$ cat config.mk
export PLATFORM = sky130hd
export DESIGN_NAME = axi_wr_frame_gen
export DESIGN_NICKNAME = d
export VERILOG_FILES = /design/src/rtl/mc_pkg.sv /design/src/rtl/axi_wr_frame_gen_wr_frame_reg.sv /design/src/rtl/axi_wr_frame_gen.sv
export SDC_FILE = /design/constraint.sdc
export NUM_CORES = 1
export LEC_CHECK = 0
export BUFFER_PORTS_ARGS = -buffer_cell sky130_fd_sc_hd__buf_2
export CORE_MARGIN = 8
export CORE_UTILIZATION = 50
export DETAILED_ROUTE_END_ITERATION = 6
export HOLD_SLACK_MARGIN = 0.1
export PLACE_DENSITY = 0.8
export SLEW_MARGIN = 5
export SYNTH_ARGS = -nofsm -noshare
export SYNTH_HDL_FRONTEND = slang
export SYNTH_SLANG_ARGS = --single-unit
$ cat constraint.sdc
create_clock -name clk -period 1.9 [get_ports clk]
set_clock_uncertainty 0.05 [all_clocks]
set_input_delay 0.19 -clock clk [delete_from_list [all_inputs] [get_ports clk]]
set_output_delay 0.19 -clock clk [all_outputs]
set_load 0.05 [all_outputs]
$ cat src/rtl/mc_pkg.sv
// Shared definitions for the AXI write-frame path: FSM encodings, frame
// bit positions and B response codes. The frame layout (from MSB down) is
// {sof, eof, wr_flag, addr, data}. The same layout is decoded by the array
// write controller.
package mc_pkg;

  // Write-channel FSM encoding
  typedef enum logic [1:0] {
    IDLE = 2'd0,
    DATA = 2'd1,
    RESP = 2'd2
  } wr_state_e;

  // Frame bit positions for the default configuration (20-bit addr, 64-bit data)
  localparam int FRAME_W_DEFAULT = 87;
  localparam int SOF_BIT         = FRAME_W_DEFAULT - 1;
  localparam int EOF_BIT         = FRAME_W_DEFAULT - 2;
  localparam int WR_BIT          = FRAME_W_DEFAULT - 3;

  // B response codes
  localparam logic [1:0] BRESP_OKAY   = 2'b00;
  localparam logic [1:0] BRESP_SLVERR = 2'b10;

  // Control-bit positions for an arbitrary frame width
  function automatic int sof_bit(input int frame_w);
    return frame_w - 1;
  endfunction

  function automatic int eof_bit(input int frame_w);
    return frame_w - 2;
  endfunction

  function automatic int wr_bit(input int frame_w);
    return frame_w - 3;
  endfunction

endpackage

$ cat src/rtl/axi_wr_frame_gen_wr_frame_reg.sv
// Single-entry valid/ready output register for the write-frame path.
// A load always wins over a same-cycle drain, which gives back-to-back
// frames with no bubble. Data is held unchanged while valid && !ready.
module wr_frame_reg #(
  parameter int WIDTH = 87
) (
  input  logic             clk,
  input  logic             rst_n,
  input  logic             load,
  input  logic [WIDTH-1:0] data_in,
  input  logic             ready,
  output logic             valid,
  output logic [WIDTH-1:0] data_out
);

  // Frame holding register: load new frame, or drop valid once accepted
  always_ff @(posedge clk or negedge rst_n) begin
    if (!rst_n) begin
      valid    <= 1'b0;
      data_out <= {WIDTH{1'b0}};
    end else if (load) begin
      valid    <= 1'b1;
      data_out <= data_in;
    end else if (ready) begin
      valid    <= 1'b0;
    end
  end

endmodule

$ cat src/rtl/axi_wr_frame_gen.sv
// AXI4 write-channel front end for the array write controller.
// Accepts one INCR AW burst and its W beats, emits one frame per beat and
// splits the burst at row boundaries (sof at column 0, eof at the last
// column). B is returned once the final frame has left the output register.
// Optional build macro AXI_WR_FRAME_ID_EN adds axi_awid / axi_bid.
module axi_wr_frame_gen
  import mc_pkg::*;
#(
  parameter int AXI_ADDR_WIDTH  = 20,
  parameter int AXI_DATA_WIDTH  = 64,
  parameter int AXI_FRAME_WIDTH = AXI_ADDR_WIDTH + AXI_DATA_WIDTH + 3,
  parameter int AXI_RADDR_WIDTH = 14,
  parameter int AXI_CADDR_WIDTH = AXI_ADDR_WIDTH - AXI_RADDR_WIDTH,
  parameter int AXI_ID_WIDTH    = 4
) (
  input  logic                       clk,
  input  logic                       rst_n,
  input  logic                       axi_awvalid,
  output logic                       axi_awready,
  input  logic [AXI_ADDR_WIDTH-1:0]  axi_awaddr,
  input  logic [7:0]                 axi_awlen,
  input  logic                       axi_wvalid,
  output logic                       axi_wready,
  input  logic [AXI_DATA_WIDTH-1:0]  axi_wdata,
  input  logic                       axi_wlast,
  output logic                       axi_bvalid,
  input  logic                       axi_bready,
  output logic [1:0]                 axi_bresp,
  output logic [AXI_FRAME_WIDTH-1:0] axi_frame_wr_data,
  output logic                       axi_frame_wr_valid,
  input  logic                       axi_frame_wr_ready
`ifdef AXI_WR_FRAME_ID_EN
  ,
  input  logic [AXI_ID_WIDTH-1:0]    axi_awid,
  output logic [AXI_ID_WIDTH-1:0]    axi_bid
`endif
);

  localparam int SOF_B = sof_bit(AXI_FRAME_WIDTH);
  localparam int EOF_B = eof_bit(AXI_FRAME_WIDTH);
  localparam int WR_B  = wr_bit(AXI_FRAME_WIDTH);

  wr_state_e                  state_r;
  wr_state_e                  state_nxt_s;
  logic [AXI_ADDR_WIDTH-1:0]  addr_cnt_r;
  logic [7:0]                 beat_cnt_r;
  logic [7:0]                 len_r;
  logic                       err_r;
  logic                       first_r;
  logic                       awready_r;

  logic                       aw_hs_s;
  logic                       w_hs_s;
  logic                       wready_s;
  logic                       bvalid_s;
  logic                       len_done_s;
  logic                       last_beat_s;
  logic                       sof_s;
  logic                       eof_s;
  logic [AXI_CADDR_WIDTH-1:0] col_s;
  logic [AXI_FRAME_WIDTH-1:0] frame_in_s;
  logic                       frame_valid_s;

  // Handshakes, frame control bits and the frame word to be loaded
  always_comb begin
    aw_hs_s     = 1'b0;
    wready_s    = 1'b0;
    bvalid_s    = 1'b0;
    col_s       = addr_cnt_r[AXI_CADDR_WIDTH-1:0];
    len_done_s  = (beat_cnt_r == len_r);
    last_beat_s = len_done_s || axi_wlast;
    sof_s       = first_r || (col_s == {AXI_CADDR_WIDTH{1'b0}});
    eof_s       = last_beat_s || (col_s == {AXI_CADDR_WIDTH{1'b1}});
    if (state_r == IDLE) begin
      aw_hs_s = axi_awvalid && awready_r;
    end else begin
      aw_hs_s = 1'b0;
    end
    if (state_r == DATA) begin
      wready_s = !frame_valid_s || axi_frame_wr_ready;
    end else begin
      wready_s = 1'b0;
    end
    if (state_r == RESP) begin
      bvalid_s = !frame_valid_s;
    end else begin
      bvalid_s = 1'b0;
    end
    w_hs_s = axi_wvalid && wready_s;
    frame_in_s = {AXI_FRAME_WIDTH{1'b0}};
    frame_in_s[SOF_B] = sof_s;
    frame_in_s[EOF_B] = eof_s;
    frame_in_s[WR_B]  = 1'b1;
    frame_in_s[AXI_ADDR_WIDTH+AXI_DATA_WIDTH-1:AXI_DATA_WIDTH] = addr_cnt_r;
    frame_in_s[AXI_DATA_WIDTH-1:0] = axi_wdata;
  end

  // Next-state logic for the IDLE -> DATA -> RESP burst sequence
  always_comb begin
    state_nxt_s = state_r;
    case (state_r)
      IDLE: begin
        if (aw_hs_s) begin
          state_nxt_s = DATA;
        end else begin
          state_nxt_s = IDLE;
        end
      end
      DATA: begin
        if (w_hs_s && last_beat_s) begin
          state_nxt_s = RESP;
        end else begin
          state_nxt_s = DATA;
        end
      end
      RESP: begin
        if (bvalid_s && axi_bready) begin
          state_nxt_s = IDLE;
        end else begin
          state_nxt_s = RESP;
        end
      end
      default: state_nxt_s = IDLE;
    endcase
  end

  // State register; awready is registered so it stays low through reset
  always_ff @(posedge clk or negedge rst_n) begin
    if (!rst_n) begin
      state_r   <= IDLE;
      awready_r <= 1'b0;
    end else begin
      state_r   <= state_nxt_s;
      awready_r <= (state_nxt_s == IDLE);
    end
  end

  // Burst bookkeeping: address/beat counters, first-beat flag, wlast error
  always_ff @(posedge clk or negedge rst_n) begin
    if (!rst_n) begin
      addr_cnt_r <= {AXI_ADDR_WIDTH{1'b0}};
      beat_cnt_r <= 8'd0;
      len_r      <= 8'd0;
      err_r      <= 1'b0;
      first_r    <= 1'b0;
    end else if (aw_hs_s) begin
      addr_cnt_r <= axi_awaddr;
      beat_cnt_r <= 8'd0;
      len_r      <= axi_awlen;
      err_r      <= 1'b0;
      first_r    <= 1'b1;
    end else if (w_hs_s) begin
      addr_cnt_r <= addr_cnt_r + AXI_ADDR_WIDTH'(1);
      beat_cnt_r <= beat_cnt_r + 8'd1;
      first_r    <= 1'b0;
      if (axi_wlast != len_done_s) begin
        err_r <= 1'b1;
      end
    end
  end

  // B response code, driven only while bvalid is up
  always_comb begin
    axi_bresp = BRESP_OKAY;
    if (bvalid_s && err_r) begin
      axi_bresp = BRESP_SLVERR;
    end else begin
      axi_bresp = BRESP_OKAY;
    end
  end

`ifdef AXI_WR_FRAME_ID_EN
  logic [AXI_ID_WIDTH-1:0] id_r;

  // Capture the burst ID on the AW handshake
  always_ff @(posedge clk or negedge rst_n) begin
    if (!rst_n) begin
      id_r <= {AXI_ID_WIDTH{1'b0}};
    end else if (aw_hs_s) begin
      id_r <= axi_awid;
    end
  end

  // Present the captured ID alongside bvalid
  always_comb begin
    axi_bid = {AXI_ID_WIDTH{1'b0}};
    if (bvalid_s) begin
      axi_bid = id_r;
    end else begin
      axi_bid = {AXI_ID_WIDTH{1'b0}};
    end
  end
`endif

  assign axi_awready        = awready_r;
  assign axi_wready         = wready_s;
  assign axi_bvalid         = bvalid_s;
  assign axi_frame_wr_valid = frame_valid_s;

  wr_frame_reg #(
    .WIDTH (AXI_FRAME_WIDTH)
  ) u_frame_reg (
    .clk      (clk),
    .rst_n    (rst_n),
    .load     (w_hs_s),
    .data_in  (frame_in_s),
    .ready    (axi_frame_wr_ready),
    .valid    (frame_valid_s),
    .data_out (axi_frame_wr_data)
  );

endmodule

---- After elaboration in Yosys (flattened, before gate mapping) ----
Index checks and enable logic that the tools add are counted.
storage, ports and cells
  flip-flop bits (word level) ............. 129
  input port bits ......................... 99
operators by class
  add/subtract/negate cells ............... 2
  eq/ne operators ......................... 5
  muxes and demuxes ....................... 19
  reduce and logical (&&, ||, !) cells .... 17
operators by type and width
  operator                 number
  $mux W20                 2
  $add A20 B1 Y20 const B  1
  $mux W8                  2
  $mux W1                  11
  $add A8 B1 Y8 const B    1
  $eq A8 B8 Y1             1
  $eq A6 B6 Y1 const B     1
  $logic_not A6 Y1         1
  $mux W2                  3
  $pmux W2 S3              1
  $reduce_bool A2 Y1       3
  $logic_and A1 B1 Y1      5
  $logic_not A2 Y1         2
  $logic_or A1 B1 Y1       4
  $eq A2 B1 Y1 const B     1
  $eq A2 B2 Y1 const B     1
  $reduce_and A2 Y1        1
  $logic_not A1 Y1         1
  $ne A1 B1 Y1             1

---- Depth between registers and ports, before layout ----
Gate-level depths: netlist of run 1.
  depth in word-level cells ............... 8
  gate-level depth with buffers ........... 8

---- Hierarchy ----
From an unflattened synthesis of run 1, not the netlist that was laid out.
unflattened totals
  cells, all modules ...................... 449
  area total of the unflattened synthesis .. 5606.6 um^2
by module, submodules not included
  module            instances  cells an instance  area each (um^2)  sequential area each (um^2)
  wr_frame_reg      1          187                3339.5            2202.1
  axi_wr_frame_gen  1          262                2267.2            1026.0

---- Worst setup path after synthesis of run 1 ----
Ideal clock, no wire load.
  path kind ............................... reg-to-output
  start ................................... reg u_frame_reg.valid
  end ..................................... out axi_bresp[1]
  arrival time ............................ 2401 ps
  setup slack ............................. -741 ps
  cell stages (with the launch flop) ...... 3
  buffers on the path ..................... 0
  path through ............................ dfrtp_1 nor3b_1 and2_1
between the ends
  word-level cells in the longest chain between the ends .. 4
RTL lines
  what                    RTL line                             source
  start, declared         axi_wr_frame_gen_wr_frame_reg.sv:12  output logic valid,
  start signal, assigned  axi_wr_frame_gen_wr_frame_reg.sv:19  valid <= 1'b0;
  start signal, assigned  axi_wr_frame_gen_wr_frame_reg.sv:22  valid <= 1'b1;
  start signal, assigned  axi_wr_frame_gen_wr_frame_reg.sv:25  valid <= 1'b0;
  $logic_not A1 Y1        axi_wr_frame_gen.sv:85               bvalid_s = !frame_valid_s;
  $mux W1                 axi_wr_frame_gen.sv:84               if (state_r == RESP) begin
  named net axi_bvalid    axi_wr_frame_gen.sv:26               output logic axi_bvalid,
  $logic_and A1 B1 Y1     axi_wr_frame_gen.sv:165              if (bvalid_s && err_r) begin
  $mux W2                 axi_wr_frame_gen.sv:165
  end, declared           axi_wr_frame_gen.sv:28               output logic [1:0] axi_bresp,
The timed path passes the listed nets, and every way through them passes these cells.

---- Worst setup path in the final report of run 1 ----
  start ................................... reg state_r[0]
  end ..................................... out axi_bresp[1]
between the ends
  word-level cells in the longest chain between the ends .. 4
RTL lines
  what                    RTL line                 source
  start, declared         axi_wr_frame_gen.sv:43   wr_state_e state_r;
  start signal, assigned  axi_wr_frame_gen.sv:133  state_r <= state_nxt_s;
  $eq A2 B2 Y1            axi_wr_frame_gen.sv:84
  $mux W1                 axi_wr_frame_gen.sv:84
  $logic_and A1 B1 Y1     axi_wr_frame_gen.sv:165
  $mux W2                 axi_wr_frame_gen.sv:165
Every way passes these cells.

==> results of run 1 <==
-- cell type report --
cell class | count | share of cell area
Tap cell | 140 | 0.02105
Clock buffer | 19 | 0.05307
Timing Repair Buffer | 311 | 0.2631
Multi-Input combinational cell | 441 | 0.2548
Sequential cell | 129 | 0.3879
Clock inverter | 13 | 0.01654
Inverter | 7 | 0.003157
Antenna cell | 1 | 0.0003007
-- layer usage --
layer,GRT usage,wire (µm)
met5,0,0
met4,0.08665,417
met3,0.09260,1255
met2,0.4021,8508
met1,0.2721,6892
-- kinds of logic after synthesis --
kind of cell | share of synthesized area
AO/OA/AOI/OAI | 0.05766
XOR/XNOR | 0.01748
adder cells (fa/ha/maj) | 0.009081
buffers and inverters | 0.03451
flip-flops | 0.5857
multiplexers | 0.005449
other | 0.0006804
AND/OR/NAND/NOR | 0.2894
-- registers in the layout, summed over array words and instances (netlist names) --
signal	flops
axi_awready	1
beat_cnt_r	8
len_r	8
err_r	1
u_frame_reg.data_out	87
first_r	1
addr_cnt_r	20
state_r	2
u_frame_reg.valid	1
-- per-stage QoR --
step                total power (µW)    util  hold slack [ns]  cell area, µm²  cells
floorplan                      10020       -          -0.1556            5524    611
global placement               11810  0.6228           0.1774            6721    929
detailed placement             12050  0.6228           0.1835            6721    929
CTS                            15440  0.7693           0.1673            8303   1060
global route                   16350  0.7710           0.2053            8322   1061
finish                         15440  0.7710           0.1918            8322   1061
-- power groups by stage --
stage	clock network, µW	logic [µW]	registers (µW)
after floorplan	0	2220	7800
after global placement	0	7070	4740
after detailed placement	0	7230	4820
after CTS	3190	7440	4810
after global routing	3330	8020	5000
final	3130	7480	4830
-- worst paths after layout --
check                                          from                  endpoint  slack, ns  cells after the start
setup / recovery                         state_r[0]              axi_bresp[1]       0.07                      4
hold / removal                                rst_n  u_frame_reg.data_out[40]       0.19                      3
setup reg to reg                         state_r[1]            addr_cnt_r[18]       0.11                      5
hold reg to reg            u_frame_reg.data_out[84]  u_frame_reg.data_out[84]       0.41                      1
max in group asynchronous                     rst_n  u_frame_reg.data_out[13]       1.29                      3
min in group clk                       axi_awlen[3]                  len_r[3]       0.34                      4
-- cell usage in the layout, fill, tap and decap left out, types with 4 or more instances in the layout --
master / count
sky130_fd_sc_hd__nand4_1: 10
sky130_fd_sc_hd__xor2_1: 11
sky130_fd_sc_hd__ha_1: 4
sky130_fd_sc_hd__dfrtp_1: 129
sky130_fd_sc_hd__inv_1: 7
sky130_fd_sc_hd__or3_1: 5
sky130_fd_sc_hd__o311ai_0: 4
sky130_fd_sc_hd__nor2_1: 14
sky130_fd_sc_hd__buf_4: 17
sky130_fd_sc_hd__o21ai_0: 16
sky130_fd_sc_hd__clkbuf_16: 16
sky130_fd_sc_hd__clkinvlp_4: 6
sky130_fd_sc_hd__nand3_1: 7
sky130_fd_sc_hd__a31oi_1: 8
sky130_fd_sc_hd__buf_6: 4
sky130_fd_sc_hd__buf_2: 187
sky130_fd_sc_hd__and3_1: 7
sky130_fd_sc_hd__a21oi_1: 5
sky130_fd_sc_hd__buf_12: 5
sky130_fd_sc_hd__or4_1: 8
sky130_fd_sc_hd__dlygate4sd3_1: 98
sky130_fd_sc_hd__nand2_1: 298
-- critical path: cells and delay by family, from the launching register on --
kind,cells,cell delay [ns]
buf+inv,2,0.31
flops,1,0.38
simple gates,2,0.37
-- what timing repair did --
item                                    CTS  global route
hold buffers                             98             0
hold endpoints to repair                226             0
buffers inserted                          1             0
resized for setup                         4             5
endpoints found under the setup margin    2             4
==> impl_metrics.json, run 1 <==
{
  "run_status": "complete, no violations",
  "drive_above_1_share": 0.2793,
  "ys_types": 47,
  "switching_power_uw": 7523,
  "switching_share": 0.4873,
  "comb_power_share": 0.485,
  "timing_worst_slew_pin_value_ns": 0.5618,
  "timing.critical_path.required_ns": 1.66,
  "cts_inserted_buffers": 17,
  "maxClockFrequency_ghz": 0.5453,
  "grt_util_all_layers": 0.2395,
  "io-pin-count": 192,
  "initial_cell_density_of_the_core": 0.5107,
  "postSynth.topFlopCell": "sky130_fd_sc_hd__dfrtp_1",
  "number_of_standard_cells_after_synthesis": 611,
  "grt_start_max_net_pins": 70,
  "synth_top_cells_by_area": "sky130_fd_sc_hd__dfrtp_1, sky130_fd_sc_hd__nand2_1, sky130_fd_sc_hd__xor2_1, sky130_fd_sc_hd__buf_2, sky130_fd_sc_hd__o21ai_0",
  "num-fill-cells": 702,
  "irDropWorstVdd_mv": 1.120,
  "port_buffers": 190,
  "via_count_of_the_first_global_routing_pass": 5630,
  "timing.setup.tns_ns": 0,
  "place_worst_setup_slack_ns": 0.1240,
  "grt-ovfl-total": 0,
  "htreeDepth": 4,
  "final.period_utilization": 0.9651,
  "timing.final.max_slew_violations": 0,
  "drc": 0,
  "setup_ws_ns": 0.06626,
  "drt-vias-per-instance": 5.089,
  "area_growth_syn_to_layout_pct": 50.99,
  "worst_min_delay_path_category": "primary input to asynchronous set/reset pin",
  "sequential_element_share_of_the_synthesized_area": 0.5857,
  "static_leak_uw": 0.004418,
  "timing.setup.critical_path_class": "flip-flop to output port",
  "clkSinkCount": 129,
  "iteration_0_drc_markers": 390,
  "cp-end-kind": "output port",
  "grt_first_pass_wirelength_um": 27900,
  "post_drt_wl_per_cell_um": 16.09,
  "buffers_from_clock_root_to_sink_at_most": 2,
  "routed_wirelength_um": 17070,
  "gpl.final_weighted_congestion": 0.8485,
  "post-synth-top-area-cell": "sky130_fd_sc_hd__dfrtp_1",
  "drv.max_cap_violation_count": 0,
  "setup.worst_path.start_class": "flip-flop",
  "sequential_cell_area_um2": 3228,
  "dr.pass1.iters": 4,
  "worst_setup_hold_path_clk_slew_ns": 0.06,
  "critical_path.max_fanout": 5,
  "synthesis.area_um2": 5512,
  "ant_nets": 0,
  "clockPowerShare": 0.203,
  "die_h_um": 121.0,
  "timing.critical_path.arrival_ns": 1.59,
  "clkLatencyLatePin_ns": 0.52,
  "nNetsFinal": 1010,
  "ys_seq_elements": 129,
  "p_int_uw": 7915,
  "cts-root-buf": "sky130_fd_sc_hd__clkbuf_8",
  "synth_top_cells_by_count": "sky130_fd_sc_hd__nand2_1, sky130_fd_sc_hd__dfrtp_1, sky130_fd_sc_hd__buf_2",
  "hpwlAfterDp_um": 10770,
  "synth.most_common_cell": "sky130_fd_sc_hd__nand2_1",
  "grt_antenna_before_repair": 1,
  "ys.warnings.count": 0,
  "die_area_um2": 14640,
  "finalSetupViolCount": 0,
  "grt_setup_unrepaired": "false",
  "fp-row-count": 38,
  "report.final.hold_viol_count": 0,
  "synth_area_per_cell_um2": 9.021,
  "critical-path-slowest-cell": "sky130_fd_sc_hd__dfrtp_1",
  "via_count": 5399,
  "cts_tree": "yes",
  "crit_path_max_incr_delay_ns": 0.38,
  "floorplan.core_area_um2": 10790,
  "final_worst_path_period_need_ns": 1.834,
  "synth_largest_type_area_fraction": 0.5857,
  "die-width_um": 121.0,
  "fraction_of_registers_with_async_set_or_reset_after_synthesis": 1.000,
  "power.density_nw_per_um2": 1855,
  "synthesis.nets": 714,
  "number_of_synthesized_flops_with_an_enable_pin": 0,
  "max_slew_margin": 0.6234,
  "multiInputGateArea_um2": 2121,
  "path_cells": "buf_4 -> nor3b_4 -> and2_2 -> buf_6",
  "share_seq_of_total_power": 0.313
}
Note: power is estimated with default switching activity, not from simulation.
==> run 2: changes to the inputs <==
--- a/config.mk
+++ b/config.mk
@@ -5,12 +5,13 @@
 export SDC_FILE = /design/constraint.sdc
 export NUM_CORES = 1
 export LEC_CHECK = 0
+export ABC_AREA = 1
 export BUFFER_PORTS_ARGS = -buffer_cell sky130_fd_sc_hd__buf_2
 export CORE_MARGIN = 8
-export CORE_UTILIZATION = 50
+export CORE_UTILIZATION = 51
 export DETAILED_ROUTE_END_ITERATION = 6
 export HOLD_SLACK_MARGIN = 0.1
-export PLACE_DENSITY = 0.8
+export PLACE_DENSITY = 0.81
 export SLEW_MARGIN = 5
 export SYNTH_ARGS = -nofsm -noshare
 export SYNTH_HDL_FRONTEND = slang
==> run 2 against run 1 <==
First-iteration DRC count rose by 56%. Setup slack improved by 0.0054 ns. Global-route usage rose by 0.84 points. Non-clock buffer count fell by 9. Synthesized area rose by 3.9%. Worst hold slack got worse by 0.077 ns. Critical path type unchanged. Largest power group unchanged. Highest routed layer unchanged.
==> impl_metrics.json, run 2 <==
{
  "htreeDepth": 4,
  "num-fill-cells": 722,
  "synth.mux.area_fraction": 0,
  "final_worst_path_period_need_ns": 1.828,
  "reg2reg_setup_slack_ns": 0.10,
  "place_worst_setup_slack_ns": 0.1120,
  "die-width_um": 122.0,
  "report.final.hold_viol_count": 0,
  "timing.setup.critical_path_class": "flip-flop to output port",
  "largestRegisters": "u_frame_reg.data_out x87, addr_cnt_r x20",
  "worst_r2r_startpoint": "beat_cnt_r[2]",
  "drc": 0,
  "number_of_standard_cells_after_synthesis": 703,
  "area_growth_syn_to_layout_pct": 47.34,
  "static_leak_uw": 0.004603,
  "via_count_of_the_first_global_routing_pass": 5889,
  "timing_worst_slew_pin_value_ns": 0.8612,
  "critical-path-slowest-cell": "sky130_fd_sc_hd__dfrtp_1",
  "top_register": "u_frame_reg.data_out",
  "final.period_utilization": 0.9623,
  "ys.warnings.count": 0,
  "final_cell_mix": "sky130_fd_sc_hd__nand2_1, sky130_fd_sc_hd__buf_2, sky130_fd_sc_hd__dfrtp_1, sky130_fd_sc_hd__dlygate4sd3_1, sky130_fd_sc_hd__nor2_1",
  "setup.worst_path.start_class": "flip-flop",
  "timing.critical_path.required_ns": 1.66,
  "port_buffers": 190,
  "ys_types": 30,
  "routed_wirelength_um": 18040,
  "finalSetupViolCount": 0,
  "hold-path-cell-count": 5,
  "worst_min_delay_path_category": "primary input to flip-flop",
  "drive_above_1_share": 0.2473,
  "instances_no_fill": 1149,
  "grt_util_all_layers": 0.2479,
  "max_slew_margin": 0.4239,
  "largest_reg_flops": 87,
  "crit_path_max_incr_delay_ns": 0.46,
  "irDropWorstVdd_mv": 1.162,
  "cts_tree": "yes",
  "synth_largest_type_area_fraction": 0.5636,
  "buffers_from_clock_root_to_sink_at_most": 2,
  "number_of_synthesized_flops_with_an_enable_pin": 0,
  "floorplan.core_area_um2": 10890,
  "synth_xor_area_frac": 0.01682,
  "fp-row-count": 38,
  "timing.critical_path.arrival_ns": 1.59,
  "placedCellCount": 1017,
  "grt-ovfl-total": 0,
  "dr.pass1.iters": 6,
  "hold_path_startpoint": "axi_wlast",
  "postSynth.topFlopCell": "sky130_fd_sc_hd__dfrtp_1",
  "ff2ff_path_depth": 8,
  "cp-end-kind": "output port",
  "clkLatencyLatePin_ns": 0.51,
  "post_drt_wl_per_cell_um": 15.70,
  "synth-compound-area-share": 0.04806,
  "setup_ws_ns": 0.07166,
  "stdcell_area_um2": 8439,
  "cpLargestDelayFamily": "flip-flops",
  "synthesis.nets": 806,
  "grt_first_pass_wirelength_um": 29300,
  "min_to": "err_r",
  "worst-path-buf-inv": 2,
  "cts-root-buf": "sky130_fd_sc_hd__clkbuf_8",
  "drt-vias-per-instance": 4.995,
  "clkSinkCount": 129,
  "power.density_nw_per_um2": 1870,
  "path_cells": "inv_1 -> nor4_2 -> buf_2",
  "cts_inserted_buffers": 17,
  "ys_seq_elements": 129,
  "fraction_of_registers_with_async_set_or_reset_after_synthesis": 1.000,
  "iteration_0_drc_markers": 610,
  "synth_top_cells_by_area": "sky130_fd_sc_hd__dfrtp_1, sky130_fd_sc_hd__nand2_1, sky130_fd_sc_hd__nand3_1, sky130_fd_sc_hd__nor2_1, sky130_fd_sc_hd__inv_1",
  "run_status": "complete, no violations",
  "via_count": 5739,
  "synth.most_common_cell": "sky130_fd_sc_hd__nand2_1",
  "hpwlAfterDp_um": 11390,
  "critical_path.max_fanout": 4,
  "worst_setup_hold_path_clk_slew_ns": 0.06,
  "synthesis.area_um2": 5728,
  "ant_nets": 0,
  "dpl_cell_area_um2": 6848,
  "adder_cell_share_of_the_synthesized_area": 0.008737,
  "nNetsFinal": 1097,
  "die_h_um": 122.0,
  "timing.final.max_slew_violations": 0,
  "grt_setup_unrepaired": "false",
  "grt_antenna_before_repair": 1,
  "gpl.final_weighted_congestion": 0.9023,
  "synth_area_per_cell_um2": 8.148,
  "timing.setup.tns_ns": 0,
  "synth_top_family_by_area": "simple AND/OR/NAND/NOR gates",
  "sequential_element_share_of_the_synthesized_area": 0.5636,
  "die_area_um2": 14880,
  "drv.max_cap_violation_count": 0,
  "initial_cell_density_of_the_core": 0.5261,
  "most_common_library_cell_in_the_layout_ignoring_fill_and_taps": "sky130_fd_sc_hd__nand2_1",
  "maxClockFrequency_ghz": 0.5469,
  "rr_endpoint": "axi_awready",
  "synth_top_cells_by_count": "sky130_fd_sc_hd__nand2_1, sky130_fd_sc_hd__dfrtp_1, sky130_fd_sc_hd__nor2_1",
  "grt_start_max_net_pins": 49,
  "io-pin-count": 192,
  "hold_slack_ns": 0.1152,
  "synth-simple-area-share": 0.3034,
  "post-synth-top-area-cell": "sky130_fd_sc_hd__dfrtp_1"
}
## run 2: metal layers
layer,up-vias,GRT usage,share of wire
li1,2777,-,-
met1,2663,0.2947,0.40
met2,259,0.4206,0.49
met5,-,0,0
met3,40,0.06849,0.087
met4,0,0.09252,0.023
## run 2: per-stage QoR
stage | power [µW] | utilization
detailed placement | 12280 | 0.6289
global placement | 12090 | 0.6289
global route | 16690 | 0.7751
finish | 15780 | 0.7751
CTS | 15750 | 0.7741
floorplan | 10320 | -
## run 2: timing repair
item	4_1_cts	5_1_grt
hold endpoints to repair	224	0
setup buffers	0	0
gates resized for setup	0	3
hold buffers	98	0
endpoints found under the setup margin	0	6
## run 2: cell families after synthesis
kind of cell,after synthesis
AO/OA/AOI/OAI,51
XOR/XNOR,11
adder cells (fa/ha/maj),4
buffers and inverters,73
flip-flops,129
other,1
AND/OR/NAND/NOR,434
## run 2: layout make-up
cell class	count	area, µm²	share of cell area
clock buffers	18	417.9	0.04952
inverters	43	162.7	0.01927
well taps	140	175.2	0.02076
clock inverters	14	181.4	0.02150
flip-flops and latches	129	3228	0.3825
multi-input cells	501	2177	0.2580
repair buffers	302	2092	0.2479
diodes	2	5.005	0.0005930
## run 2: report_power, final
part           internal [µW]  switching (µW)
sequential              3980             831
combinational           1930            5790
clock                   2020            1230
## run 2: worst max path at each step
stage,startpoint,to,slack [ns],depth (start not counted)
floorplan,u_frame_reg.valid,axi_bresp[1],0.05,1
global placement,state_r[0],addr_cnt_r[6],0.18,9
detailed placement,state_r[0],addr_cnt_r[6],0.11,9
CTS,state_r[0],axi_wready,0.05,5
global route,state_r[0],addr_cnt_r[0],0.0009,8
finish,state_r[1],axi_bresp[1],0.07,3
## run 2: tightest hold or removal path, delay by kind of cell
| kind | cells | cell delay [ns] |
|---|---|---|
| AOI/OAI and AO/OA | 1 | 0.11 |
| adders and majority gates | 1 | 0.13 |
| buffers and inverters | 2 | 0.15 |
| and+or+nand+nor | 1 | 0.05 |
==> run 3: changes to the inputs <==
--- a/config.mk
+++ b/config.mk
@@ -11,8 +11,9 @@
 export CORE_UTILIZATION = 51
 export DETAILED_ROUTE_END_ITERATION = 6
 export HOLD_SLACK_MARGIN = 0.1
-export PLACE_DENSITY = 0.81
+export PLACE_DENSITY = 0.8
 export SLEW_MARGIN = 5
 export SYNTH_ARGS = -nofsm -noshare
 export SYNTH_HDL_FRONTEND = slang
+export SYNTH_HIERARCHICAL = 1
 export SYNTH_SLANG_ARGS = --single-unit
==> run 3 against run 2 <==
Worst hold slack improved by 0.035 ns. First-iteration DRC count fell by 20%. Sequential cell count stayed put. Final area shrank 0.79%. Non-clock buffer count fell by 9. Combinational power about the same. Critical path type is now flip-flop to flip-flop.
==> impl_metrics.json, run 3 <==
{
  "timing.setup.tns_ns": 0,
  "worst-path-buf-inv": 3,
  "cts-root-buf": "sky130_fd_sc_hd__clkbuf_16",
  "via_count_of_the_first_global_routing_pass": 5943,
  "ant_nets": 0,
  "die_area_um2": 15080,
  "critical-path-slowest-cell": "sky130_fd_sc_hd__dfrtp_1",
  "maxClockFrequency_ghz": 0.5762,
  "ys_types": 35,
  "clkSinkCount": 129,
  "buffers_from_clock_root_to_sink_at_most": 2,
  "cp-end-kind": "flip-flop",
  "irDropWorstVdd_mv": 1.464,
  "finalSetupViolCount": 0,
  "max_slew_margin": 0.5768,
  "synth_top_cells_by_area": "sky130_fd_sc_hd__dfrtp_1, sky130_fd_sc_hd__nand2_1, sky130_fd_sc_hd__nor2_1, sky130_fd_sc_hd__nand3_1, sky130_fd_sc_hd__inv_1",
  "io-pin-count": 192,
  "grt-ovfl-total": 0,
  "cpLargestDelayFamily": "buffers and inverters",
  "largestRegisters": "u_frame_reg/data_out x87, addr_cnt_r x20",
  "worst_min_delay_path_category": "primary input to flip-flop",
  "clkLatencyLatePin_ns": 0.41,
  "timing.critical_path.required_ns": 2.15,
  "crit_path_max_incr_delay_ns": 0.39,
  "drc": 0,
  "cts_inserted_buffers": 17,
  "setup_ws_ns": 0.1646,
  "nNetsFinal": 1106,
  "ys_seq_elements": 129,
  "synth_area_per_cell_um2": 8.060,
  "final_cell_mix": "sky130_fd_sc_hd__nand2_1, sky130_fd_sc_hd__buf_2, sky130_fd_sc_hd__dfrtp_1, sky130_fd_sc_hd__dlygate4sd3_1, sky130_fd_sc_hd__nor2_1",
  "number_of_synthesized_flops_with_an_enable_pin": 0,
  "place_worst_setup_slack_ns": 0.1348,
  "area_growth_syn_to_layout_pct": 43.88,
  "top_register": "u_frame_reg/data_out",
  "cts_tree": "yes",
  "report.final.hold_viol_count": 0,
  "floorplan.core_area_um2": 11270,
  "port_buffers": 190,
  "synthesis.nets": 825,
  "post-synth-top-area-cell": "sky130_fd_sc_hd__dfrtp_1",
  "static_leak_uw": 0.004592,
  "die-width_um": 122.8,
  "power.density_nw_per_um2": 1882,
  "largest_reg_flops": 87,
  "synth_largest_type_area_fraction": 0.5547,
  "diodes": 0,
  "gpl.final_weighted_congestion": 0.8548,
  "timing_worst_slew_pin_value_ns": 0.6348,
  "dr.pass1.iters": 5,
  "grt_first_pass_wirelength_um": 29740,
  "fraction_of_registers_with_async_set_or_reset_after_synthesis": 1.000,
  "synth.most_common_cell": "sky130_fd_sc_hd__nand2_1",
  "via_count": 5920,
  "iteration_0_drc_markers": 490,
  "hpwlAfterDp_um": 11290,
  "initial_cell_density_of_the_core": 0.5163,
  "htreeDepth": 4,
  "final.period_utilization": 0.9134,
  "grt_antenna_before_repair": 0,
  "final_worst_path_period_need_ns": 1.735,
  "timing.final.max_slew_violations": 0,
  "grt_setup_unrepaired": "false",
  "drive_above_1_share": 0.2352,
  "timing.critical_path.arrival_ns": 1.99,
  "worst_setup_hold_path_clk_slew_ns": 0.05,
  "most_common_library_cell_in_the_layout_ignoring_fill_and_taps": "sky130_fd_sc_hd__nand2_1",
  "synth_top_cells_by_count": "sky130_fd_sc_hd__nand2_1, sky130_fd_sc_hd__dfrtp_1, sky130_fd_sc_hd__nor2_1",
  "post_drt_wl_per_cell_um": 16.12,
  "setup.worst_path.start_class": "flip-flop",
  "ys.warnings.count": 6,
  "critical_path.max_fanout": 96,
  "tot_pwr_uw": 15750,
  "synthesis.area_um2": 5819,
  "drt-vias-per-instance": 5.108,
  "timing.setup.critical_path_class": "flip-flop to flip-flop",
  "grt_util_all_layers": 0.2512,
  "die_h_um": 122.8,
  "fp-row-count": 39,
  "number_of_standard_cells_after_synthesis": 722,
  "grt_start_max_net_pins": 97,
  "path_cells": "inv_1 -> nor2_2 -> nand3_2 -> inv_2 -> buf_12 -> nand4_1 -> o21ai_0 -> nor2_1",
  "sequential_element_share_of_the_synthesized_area": 0.5547,
  "run_status": "complete, no violations",
  "routed_wirelength_um": 18690,
  "drv.max_cap_violation_count": 0,
  "postCtsSetupBuffers": 0,
  "postSynth.topFlopCell": "sky130_fd_sc_hd__dfrtp_1"
}
run 3: cell count changes after synthesis, sizes merged, moves of 3 or more:
cell | previous run | this run
nand2 | 338 | 371
nor2 | 45 | 57
o21ai | 35 | 24
inv | 43 | 33
nand3 | 34 | 24
a21oi | 9 | 6
run 3: worst register-to-register path: cells and delay by family, from the launching register on:
kind            cells  cell delay [ns]
simple gates        4             0.48
compound gates      1             0.10
buf+inv             3             0.60
flops               1             0.39
run 3: where the power goes:
group	internal, µW	leakage (µW)	switching [µW]
sequential	3990	0.00161	955
combinational	1860	0.00271	5860
clock	1970	0.000275	1110
run 3: layer usage:
layer | GRT usage | vias up | part of all wire
met5 | 0 | - | 0
met4 | 0.1280 | 0 | 0.038
met3 | 0.07406 | 67 | 0.094
li1 | - | 2799 | -
met2 | 0.4186 | 288 | 0.49
met1 | 0.2892 | 2766 | 0.38
run 3: cell families after synthesis:
logic type,count (synthesis),synth area share
simple gates,474,0.3255
flops,129,0.5547
buf+inv,64,0.05698
compound gates,37,0.03484
xor+xnor,12,0.01806
fa+ha+maj,4,0.008601
other cells,2,0.001291
run 3: stage by stage:
step / util / cells / cell area (µm²) / hold WS [ns]
floorplan: - / 722 / 5831 / -0.1556
global placement: 0.6088 / 1033 / 6863 / 0.1264
detailed placement: 0.6088 / 1033 / 6863 / 0.1259
CTS: 0.7424 / 1159 / 8368 / 0.1410
global route: 0.7428 / 1159 / 8373 / 0.1573
finish: 0.7428 / 1159 / 8373 / 0.1503
run 3: worst paths after layout:
path	end	from	cells past startpoint	slack [ns]
worst max-delay path	addr_cnt_r[4]	state_r[0]	8	0.16
max in group asynchronous	err_r	rst_n	3	0.98
worst min register to register	u_frame_reg/data_out[71]	u_frame_reg/data_out[71]	2	0.41
min in group asynchronous	u_frame_reg/data_out[82]	rst_n	2	0.22
worst min-delay path	addr_cnt_r[6]	axi_awaddr[6]	3	0.15
worst max register to register	addr_cnt_r[4]	state_r[0]	8	0.16
run 3: layout make-up:
cell class / count / area [µm²]
inverters: 33 / 128.9
flip-flops and latches: 129 / 3228
fillers: 801 / 2899
clock buffers: 28 / 516.7
clock inverters: 4 / 47.55
well taps: 143 / 178.9
multi-input cells: 529 / 2271
repair buffers: 293 / 2002
run 3: timing repair:
item                                   in CTS  in global routing
resized for setup                           0                  3
setup endpoints to repair                   0                 65
hold buffers                               94                  0
endpoints found under the hold margin     206                  0
